`src/rtl/keypad_pkg.sv`:
```
// Shared types, keymap and small helpers for the 4x4 keypad scanner.
package keypad_pkg;

  typedef enum logic {SCAN, HOLD} scan_state_t;

  localparam logic [3:0] COL_INIT = 4'b1110;

  // Indexed [row][col]; '*' encodes as E and '#' as F.
  localparam logic [3:0] KEYMAP [4][4] = '{
    '{4'h1, 4'h2, 4'h3, 4'hA},
    '{4'h4, 4'h5, 4'h6, 4'hB},
    '{4'h7, 4'h8, 4'h9, 4'hC},
    '{4'hE, 4'h0, 4'hF, 4'hD}
  };

  function automatic logic [3:0] rotate_cols(input logic [3:0] cols);
    return {cols[2:0], cols[3]};
  endfunction

  function automatic logic cols_legal(input logic [3:0] cols);
    return (cols == 4'b1110) || (cols == 4'b1101) ||
           (cols == 4'b1011) || (cols == 4'b0111);
  endfunction

  function automatic logic [1:0] col_index(input logic [3:0] cols);
    logic [1:0] idx;
    case (cols)
      4'b1101: idx = 2'd1;
      4'b1011: idx = 2'd2;
      4'b0111: idx = 2'd3;
      default: idx = 2'd0;
    endcase
    return idx;
  endfunction

  function automatic logic [1:0] lowest_low_row(input logic [3:0] rows);
    logic [1:0] idx;
    if (!rows[0])      idx = 2'd0;
    else if (!rows[1]) idx = 2'd1;
    else if (!rows[2]) idx = 2'd2;
    else               idx = 2'd3;
    return idx;
  endfunction

endpackage

```
`src/rtl/keypad_scanner_if.sv`:
```
// Keypad-side and key-event signals of the scanner, bundled for port connection.
interface keypad_scanner_if;
  logic [3:0] rows;
  logic [3:0] cols;
  logic [3:0] key_code;
  logic       key_pressed;
  logic       new_key;

  modport master (
    input  rows,
    output cols,
    output key_code,
    output key_pressed,
    output new_key
  );

  modport slave (
    output rows,
    input  cols,
    input  key_code,
    input  key_pressed,
    input  new_key
  );
endinterface

```
`src/rtl/keypad_scanner_sync2.sv`:
```
// Two-flop synchronizer for asynchronous inputs; resets to all-ones (idle
// level of pulled-up, active-low lines).
module sync2 #(
  parameter int WIDTH = 4
) (
  input  logic             clk,
  input  logic             reset,
  input  logic [WIDTH-1:0] d,
  output logic [WIDTH-1:0] q
);

  logic [WIDTH-1:0] meta_q, meta_d;
  logic [WIDTH-1:0] sync_q, sync_d;

  always_comb begin
    meta_d = d;
    sync_d = meta_q;
  end

  always_ff @(posedge clk or negedge reset) begin
    if (!reset) begin
      meta_q <= '1;
      sync_q <= '1;
    end else begin
      meta_q <= meta_d;
      sync_q <= sync_d;
    end
  end

  assign q = sync_q;

endmodule

```
`src/rtl/keypad_scanner.sv`:
```
// 4x4 matrix keypad scanner: walks a one-cold column drive, captures the first
// pressed key, and holds its code until that key is released.
module keypad_scanner
  import keypad_pkg::*;
#(
  parameter int SCAN_DIV = 48000
) (
  input  logic              clk,
  input  logic              reset,
  keypad_scanner_if.master  bus
);

  localparam int CNT_W = (SCAN_DIV > 1) ? $clog2(SCAN_DIV) : 1;
  localparam logic [CNT_W-1:0] CNT_LAST = CNT_W'(SCAN_DIV - 1);

  scan_state_t      state_q, state_d;
  logic [3:0]       cols_q, cols_d;
  logic [CNT_W-1:0] cnt_q, cnt_d;
  logic [3:0]       key_code_q, key_code_d;
  logic             key_pressed_q, key_pressed_d;
  logic             new_key_q, new_key_d;
  logic [1:0]       row_q, row_d;

  logic [3:0]       rows_s;
  logic             dwell_end;
  logic [1:0]       hit_row;
  logic [1:0]       hit_col;

  sync2 #(.WIDTH(4)) u_row_sync (
    .clk   (clk),
    .reset (reset),
    .d     (bus.rows),
    .q     (rows_s)
  );

  always_comb begin
    dwell_end = (cnt_q == CNT_LAST);
    hit_row   = lowest_low_row(rows_s);
    hit_col   = col_index(cols_q);
  end

  always_comb begin
    state_d       = state_q;
    cols_d        = cols_q;
    cnt_d         = dwell_end ? '0 : cnt_q + CNT_W'(1);
    key_code_d    = key_code_q;
    key_pressed_d = key_pressed_q;
    new_key_d     = 1'b0;
    row_d         = row_q;

    case (state_q)
      SCAN: begin
        if (!cols_legal(cols_q)) begin
          cols_d = COL_INIT;
        end else if (dwell_end) begin
          if (rows_s == 4'b1111) begin
            cols_d = rotate_cols(cols_q);
          end else begin
            // Column stays put so the held row can be watched for release.
            row_d         = hit_row;
            key_code_d    = KEYMAP[hit_row][hit_col];
            key_pressed_d = 1'b1;
            new_key_d     = 1'b1;
            state_d       = HOLD;
          end
        end
      end
      HOLD: begin
        if (!cols_legal(cols_q)) begin
          cols_d        = COL_INIT;
          key_pressed_d = 1'b0;
          state_d       = SCAN;
        end else if (dwell_end && rows_s[row_q]) begin
          cols_d        = rotate_cols(cols_q);
          key_pressed_d = 1'b0;
          state_d       = SCAN;
        end
      end
      default: begin
        cols_d        = COL_INIT;
        key_pressed_d = 1'b0;
        state_d       = SCAN;
      end
    endcase
  end

  always_ff @(posedge clk or negedge reset) begin
    if (!reset) begin
      state_q       <= SCAN;
      cols_q        <= COL_INIT;
      cnt_q         <= '0;
      key_code_q    <= 4'h0;
      key_pressed_q <= 1'b0;
      new_key_q     <= 1'b0;
      row_q         <= 2'd0;
    end else begin
      state_q       <= state_d;
      cols_q        <= cols_d;
      cnt_q         <= cnt_d;
      key_code_q    <= key_code_d;
      key_pressed_q <= key_pressed_d;
      new_key_q     <= new_key_d;
      row_q         <= row_d;
    end
  end

  assign bus.cols        = cols_q;
  assign bus.key_code    = key_code_q;
  assign bus.key_pressed = key_pressed_q;
  assign bus.new_key     = new_key_q;

endmodule

```
`src/flat_wrapper.sv`:
```
// flat-port wrapper written by rule: the top's interface ports become plain ports
module keypad_scanner_flat import keypad_pkg::*;
#(
  parameter int SCAN_DIV = 48000
)
  (clk, reset, bus_rows, bus_cols, bus_key_code, bus_key_pressed, bus_new_key);
  keypad_scanner_if bus_i ();
  input  logic clk;
  input  logic reset;
  input wire logic [$bits(bus_i.rows)-1:0] bus_rows;
  output wire logic [$bits(bus_i.cols)-1:0] bus_cols;
  output wire logic [$bits(bus_i.key_code)-1:0] bus_key_code;
  output wire logic [$bits(bus_i.key_pressed)-1:0] bus_key_pressed;
  output wire logic [$bits(bus_i.new_key)-1:0] bus_new_key;
  assign bus_i.rows = bus_rows;
  assign bus_cols = bus_i.cols;
  assign bus_key_code = bus_i.key_code;
  assign bus_key_pressed = bus_i.key_pressed;
  assign bus_new_key = bus_i.new_key;
  keypad_scanner #(.SCAN_DIV(SCAN_DIV)) u_core (.clk(clk), .reset(reset), .bus(bus_i));
endmodule
```
`config.mk`:
```
export PLATFORM = sky130hd
export DESIGN_NAME = keypad_scanner_flat
export DESIGN_NICKNAME = d
export VERILOG_FILES = /design/src/rtl/keypad_pkg.sv /design/src/rtl/keypad_scanner_if.sv /design/src/rtl/keypad_scanner_sync2.sv /design/src/rtl/keypad_scanner.sv /design/src/flat_wrapper.sv
export SDC_FILE = /design/constraint.sdc
export NUM_CORES = 1
export LEC_CHECK = 0
export BUFFER_PORTS_ARGS = -buffer_cell sky130_fd_sc_hd__buf_4
export CAP_MARGIN = 20
export CORE_MARGIN = 3
export CORE_UTILIZATION = 45
export DETAILED_ROUTE_END_ITERATION = 6
export SYNTH_ARGS = -nofsm -noshare
export SYNTH_HDL_FRONTEND = slang
export SYNTH_SLANG_ARGS = --single-unit
```
`constraint.sdc`:
```
create_clock -name clk -period 3.45 [get_ports clk]
set_clock_uncertainty 0.1 [all_clocks]
set_input_delay 0.8625 -clock clk [delete_from_list [all_inputs] [get_ports clk]]
set_output_delay 0.8625 -clock clk [all_outputs]
set_load 0.02 [all_outputs]
```
# Word level (Yosys, flattened, before mapping)
# Cells that the tools add are included.
dict set report classes {
  n_addsub 1
  n_mul 0
  n_div 0
  order_cmp 3
  n_eq_ne 12
  n_shift 0
  n_mux 32
  n_bitwise 4
  reduce_logical 7
}
# operator count
set ops {}
lappend ops {{$mux W16} 3}
lappend ops {{$bmux W16 S2} 1}
lappend ops {{$mux W4} 7}
lappend ops {{$add A16 B1 Y16 const B} 1}
lappend ops {{$eq A16 B16 Y1 const B} 1}
lappend ops {{$eq A4 B4 Y1 const B} 4}
lappend ops {{$mux W1} 13}
lappend ops {{$bmux W4 S2} 1}
lappend ops {{$pmux W4 S2} 1}
lappend ops {{$reduce_and A4 Y1} 2}
lappend ops {{$ge A3 B3 Y1 const B} 2}
lappend ops {{$ne A3 B3 Y1 const B} 2}
lappend ops {{$not A2 Y3} 2}
lappend ops {{$pmux W2 S3} 1}
lappend ops {{$eq A4 B3 Y1 const B} 1}
lappend ops {{$mux W2} 2}
lappend ops {{$ne A2 B1 Y1 const B} 2}
lappend ops {{$pmux W1 S2} 2}
lappend ops {{$logic_or A1 B1 Y1} 3}
lappend ops {{$lt A2 B3 Y1 const B} 1}
lappend ops {{$ne A3 B2 Y1 const B} 1}
lappend ops {{$reduce_and A3 Y1} 1}
lappend ops {{$bmux W1 S2} 1}
lappend ops {{$ne A2 B2 Y1 const B} 1}
lappend ops {{2 further kinds} 3}
dict set report totals {
  regBits 37
  latch_bits 0
  ramBits 0
  rom_bits 0
  in_bits 6
  memories 0
}

# Depth between registers and ports, before layout
dict set report logic_depth {
  ltp_word 10
  depth_mapped 6
}

# Modules after synthesis
# From an unflattened synthesis, not the netlist that was laid out.
dict set report hier_totals {
  hier_cells 164
  area_unflattened_um2 1760.4
}
# mod n_inst cells_per_inst area_each_um2
set modules_own_cells {}
lappend modules_own_cells {keypad_scanner 1 156 1550.2}
lappend modules_own_cells {sync2 1 8 210.2}

# Worst setup path before layout
# No wires, ideal clock.
dict set report synth_timing {
  path_kind {reg-to-reg}
  start {register u_core.cols_q[1], in the netlist u_core.bus.cols[1]}
  end {register u_core.key_code_q[0], in the netlist u_core.bus.key_code[0]}
  t_arrival_ns 1.748
  required_ns 3.277
  slack_ns 1.529
  path_stages_with_launch 7
  path_buffers 1
  path_cell_list {dfstp_2 > buf_2 > and4b_1 > a311o_1 > and3_4 > o221a_2 > a21oi_2}
}
dict set report synth_between {
  elab_chain_len 6
}
# item line_no
set synth_lines {}
lappend synth_lines {{from (decl)} keypad_scanner.sv:17} ;# logic [3:0] cols_q, cols_d;
lappend synth_lines {{from (signal assigned)} keypad_scanner.sv:98} ;# cols_q <= cols_d;
lappend synth_lines {{$eq A4 B3 Y1, or another cell as far along} {keypad_pkg.sv:22, keypad_pkg.sv:27}}
lappend synth_lines {{$pmux W2 S3} keypad_pkg.sv:27} ;# case (cols)
lappend synth_lines {{$not A2 Y3 (not written as such)} keypad_scanner.sv:61} ;# key_code_d = KEYMAP[hit_row][hit_col];
lappend synth_lines {{$bmux W4 S2} keypad_scanner.sv:61}
lappend synth_lines {{$mux W4 (not written as such) (2 in series)} keypad_scanner.sv:61}
lappend synth_lines {{to (signal assigned)} keypad_scanner.sv:100} ;# key_code_q <= key_code_d;
lappend synth_lines {{to (decl)} keypad_scanner.sv:19} ;# logic [3:0] key_code_q, key_code_d;
# Several ways; a longest one is shown, not always the timed one. The select of a mux whose other input is x is not followed.
# A chain may end at the register's enable or synchronous reset.

# Worst setup path in the final report
dict set report layout_timing {
  start {register u_core.cnt_q[0]}
  end {register u_core.key_code_q[0], in the netlist u_core.bus.key_code[0]}
}
dict set report layout_between {
  elab_chain_len 2
}
# item line_no
set layout_lines {}
lappend layout_lines {{from (decl)} keypad_scanner.sv:18} ;# logic [CNT_W-1:0] cnt_q, cnt_d;
lappend layout_lines {{from (signal assigned)} keypad_scanner.sv:99} ;# cnt_q <= cnt_d;
lappend layout_lines {{$eq A16 B16 Y1} keypad_scanner.sv:37} ;# dwell_end = (cnt_q == CNT_LAST);
lappend layout_lines {{$reduce_and A4 Y1 (no source line)} --}
# Every way passes these cells.

==> impl_metrics.py <==
metrics = {
    "run_status": {
        "status": "completed",
    },
    "yosys": {
        "syn-cell-area_um2": 1871,
        "syn-num-nets": 193,
        "synth_area_per_cell_um2": 10.06,
        "yosysMostFrequentCell": "dfrtp_1",
        "synth-seq-cells": 37,
        "yosys_most_used_dff": "dfrtp_1",
        "yosys-top-cells-count": "dfrtp_1 (26), nand2_1 (21), nor2_1 (15)",
        "syn_inst": 186,
        "yosys-top-cells-area": "dfrtp_1 (35%), dfstp_2 (15%), nand2_1 (4.2%), o21ai_0 (3.5%), mux2i_1 (3.2%)",
        "synth_edf_count": 0,
        "yosys_warnings": 0,
        "synth.distinct_cells": 42,
        "async_flop_share_pct": 100.0,
        "yosysTopAreaCellShare_pct": 34.78,
        "synth_top_cell_by_area": "dfrtp_1",
        "yosysSeqAreaShare_pct": 50.23,
    },
    "drt": {
        "vias_per_cell": 5.692,
        "wl_per_cell_um": 14.91,
        "drt-total-wl_um": 3684,
        "antenna_left": 0,
        "drtIter0Drc": 88,
        "drc": 0,
        "num_vias": 1406,
        "drt-pass1-iter-count": 4,
    },
    "cells_and_area": {
        "fillers": 355,
        "synthToLayoutAreaGrowth_pct": 11.71,
        "postLayoutCoreUtil_pct": 54.61,
        "drive_gt1_share_pct": 21.11,
        "nets": 205,
        "diodes": 0,
    },
    "hold_path": {
        "holdCritStartpoint": "u_core.u_row_sync.meta_q[0]$_DFF_PN1_",
        "hp-class": "reg -> reg",
    },
    "critical_path": {
        "r2r_start": "u_core.cnt_q[0]$_DFF_PN0_",
        "cp_max_fo": 14,
        "worst-setup-path-type": "reg -> reg",
        "cp-end-kind": "flop",
        "setup.worst_path.start": "u_core.cnt_q[0]$_DFF_PN0_",
        "worstSetupStartpointType": "flop",
        "r2r_slack_ns": 1.03,
        "critPathArrivalTime_ns": 2.50,
        "worstPathRequired_ns": 3.53,
    },
    "global_routing": {
        "first_global_vias": 1430,
        "grt_util_met2_pct": 24.22,
        "grt_use_met1_pct": 22.87,
        "grt.busiest_layer": "met2",
        "grt_max_degree": 38,
        "grt_antenna_before_repair": 0,
        "grt_pass1_wl_um": 6548,
        "use_met3_pct": 5.755,
        "grtUsageTotal_pct": 16.68,
        "grt_overflow_total": 0,
    },
    "flow_run": {
        "cap_violations": 0,
    },
    "power": {
        "p_per_area_nw_per_um2": 371.8,
        "ir_drop_mv": 0.2321,
        "leakage_nw": 0.9248,
    },
    "sta": {
        "finalHoldViolCount": 0,
        "period_share_pct": 70.25,
        "finalSetupViolCount": 0,
        "fmax_mhz": 412.6,
        "setup_tns_ns": 0,
        "drv_slew": 0,
        "period_needed_ns": 2.424,
        "rsz0062_at_grt": "no",
        "maxSlewHeadroom_pct": 48.97,
        "tightest_slew_ns": 0.7597,
    },
    "clock_network": {
        "htreeDepth": 2,
        "root_buffer": "clkbuf_8",
        "cts.path.max_buffers": 2,
        "postCtsHoldBufs": 0,
        "ctsResizeCount": 0,
        "post-cts-setup-buffers": 0,
        "numCtsBuffers": 5,
        "clock_sinks": 37,
        "path_clk_slew_ns": 0.08,
        "cts_tree": "yes",
        "insertion_delay_ns": 0.30,
    },
    "placement": {
        "gp_congestion": 0.8954,
        "port_buffers": 15,
        "dpl.hpwl_um": 2583,
    },
    "die": {
        "initial_core_util_pct": 48.89,
        "pin_count": 16,
        "core_um2": 3826,
        "die_x_um": 70.47,
        "num_rows": 22,
        "die_h_um": 70.47,
        "dieArea_um2": 4966,
    },
}
==> where the power goes <==
| part | switching (mW) | total, mW | internal (mW) |
|---|---|---|---|
| Sequential | 0.00645 | 0.449 | 0.442 |
| Combinational | 0.0135 | 0.0208 | 0.00727 |
| Clock | 0.164 | 0.307 | 0.143 |
==> layout make-up <==
| type | count | area [um2] | share of cell area [%] |
|---|---|---|---|
| Clock buffer | 5 | 68.82 | 3.293 |
| Clock inverter | 3 | 21.27 | 1.018 |
| Inverter | 5 | 18.77 | 0.8982 |
| Multi-Input combinational cell | 134 | 868.3 | 41.56 |
| Sequential cell | 37 | 939.7 | 44.97 |
| Tap cell | 48 | 60.06 | 2.874 |
| Timing Repair Buffer | 15 | 112.6 | 5.389 |
==> sequential cells by signal, summed over array words and instances, names as in the netlist <==
register	cells
u_core.bus.key_pressed	1
u_core.bus.cols	4
u_core.row_q	2
u_core.u_row_sync.meta_q	4
u_core.u_row_sync.q	4
u_core.state_q	1
u_core.bus.new_key	1
u_core.cnt_q	16
u_core.bus.key_code	4
==> per-layer routing <==
layer	part of all wire, %	wire length [um]	vias up
li1	-	-	688
met1	49	1798	678
met5	0	0	-
met2	45	1665	32
met4	1.3	48	0
met3	4.6	171	8
==> stage by stage <==
stage | setup slack (ns) | power [mW] | area [um2] | hold slack [ns] | instances
finish | 1.026 | 0.7769 | 2090 | 0.2589 | 247
global route | 0.8831 | 0.8130 | 2090 | 0.2647 | 247
CTS | 1.016 | 0.7895 | 2090 | 0.2608 | 247
detailed placement | 1.039 | 0.4782 | 1999 | 0.2491 | 239
global placement | 1.172 | 0.4771 | 1999 | 0.2458 | 239
floorplan | 1.529 | 0.4617 | 1871 | 0.2452 | 186
==> cell families after synthesis <==
| logic type | count (synthesis) | share of synthesized area (%) |
|---|---|---|
| and+or+nand+nor | 75 | 23.48 |
| AOI/OAI and AO/OA | 40 | 13.44 |
| DFF | 37 | 50.23 |
| buffers and inverters | 15 | 3.344 |
| xor gates and xnor gates | 12 | 5.619 |
| muxes | 6 | 3.211 |
| adders and majority gates | 1 | 0.6688 |
==> worst max-delay path: stages, from the launching register on <==
cell and delay (ns):
dfrtp_1 0.40, ha_1 0.25, nand4_2 0.22, nor4_4 0.76
and3_4 0.35, o221a_2 0.18, a21oi_2 0.05
==> layout by cell type (no fill, tap or decap), drive strengths merged, types with 3 or more instances in the layout <==
master  instances
nor4            3
clkbuf          5
o21ai          14
xnor2           6
nor3            3
dfstp          11
dfrtp          26
nand3           6
nand2b          3
nand4           7
a21oi           8
buf            15
nor2           15
or3             3
o211ai          3
a31oi           5
mux2i           6
nor2b           3
nand2          21
xor2            6
inv             6
==> worst paths after layout <==
| check | depth (start not counted) | end |
|---|---|---|
| max | 6 | u_core.bus.key_code[0]$_DFFE_PN0P_ |
| min reg2reg | 0 | u_core.u_row_sync.q[0]$_DFF_PN1_ |
| min | 0 | u_core.u_row_sync.q[0]$_DFF_PN1_ |
| max in group asynchronous | 1 | u_core.bus.cols[1]$_DFFE_PN1P_ |
| min in group asynchronous | 1 | u_core.bus.new_key$_DFF_PN0_ |
| max reg2reg | 6 | u_core.bus.key_code[0]$_DFFE_PN0P_ |
Power figures use the tool's default switching activity.
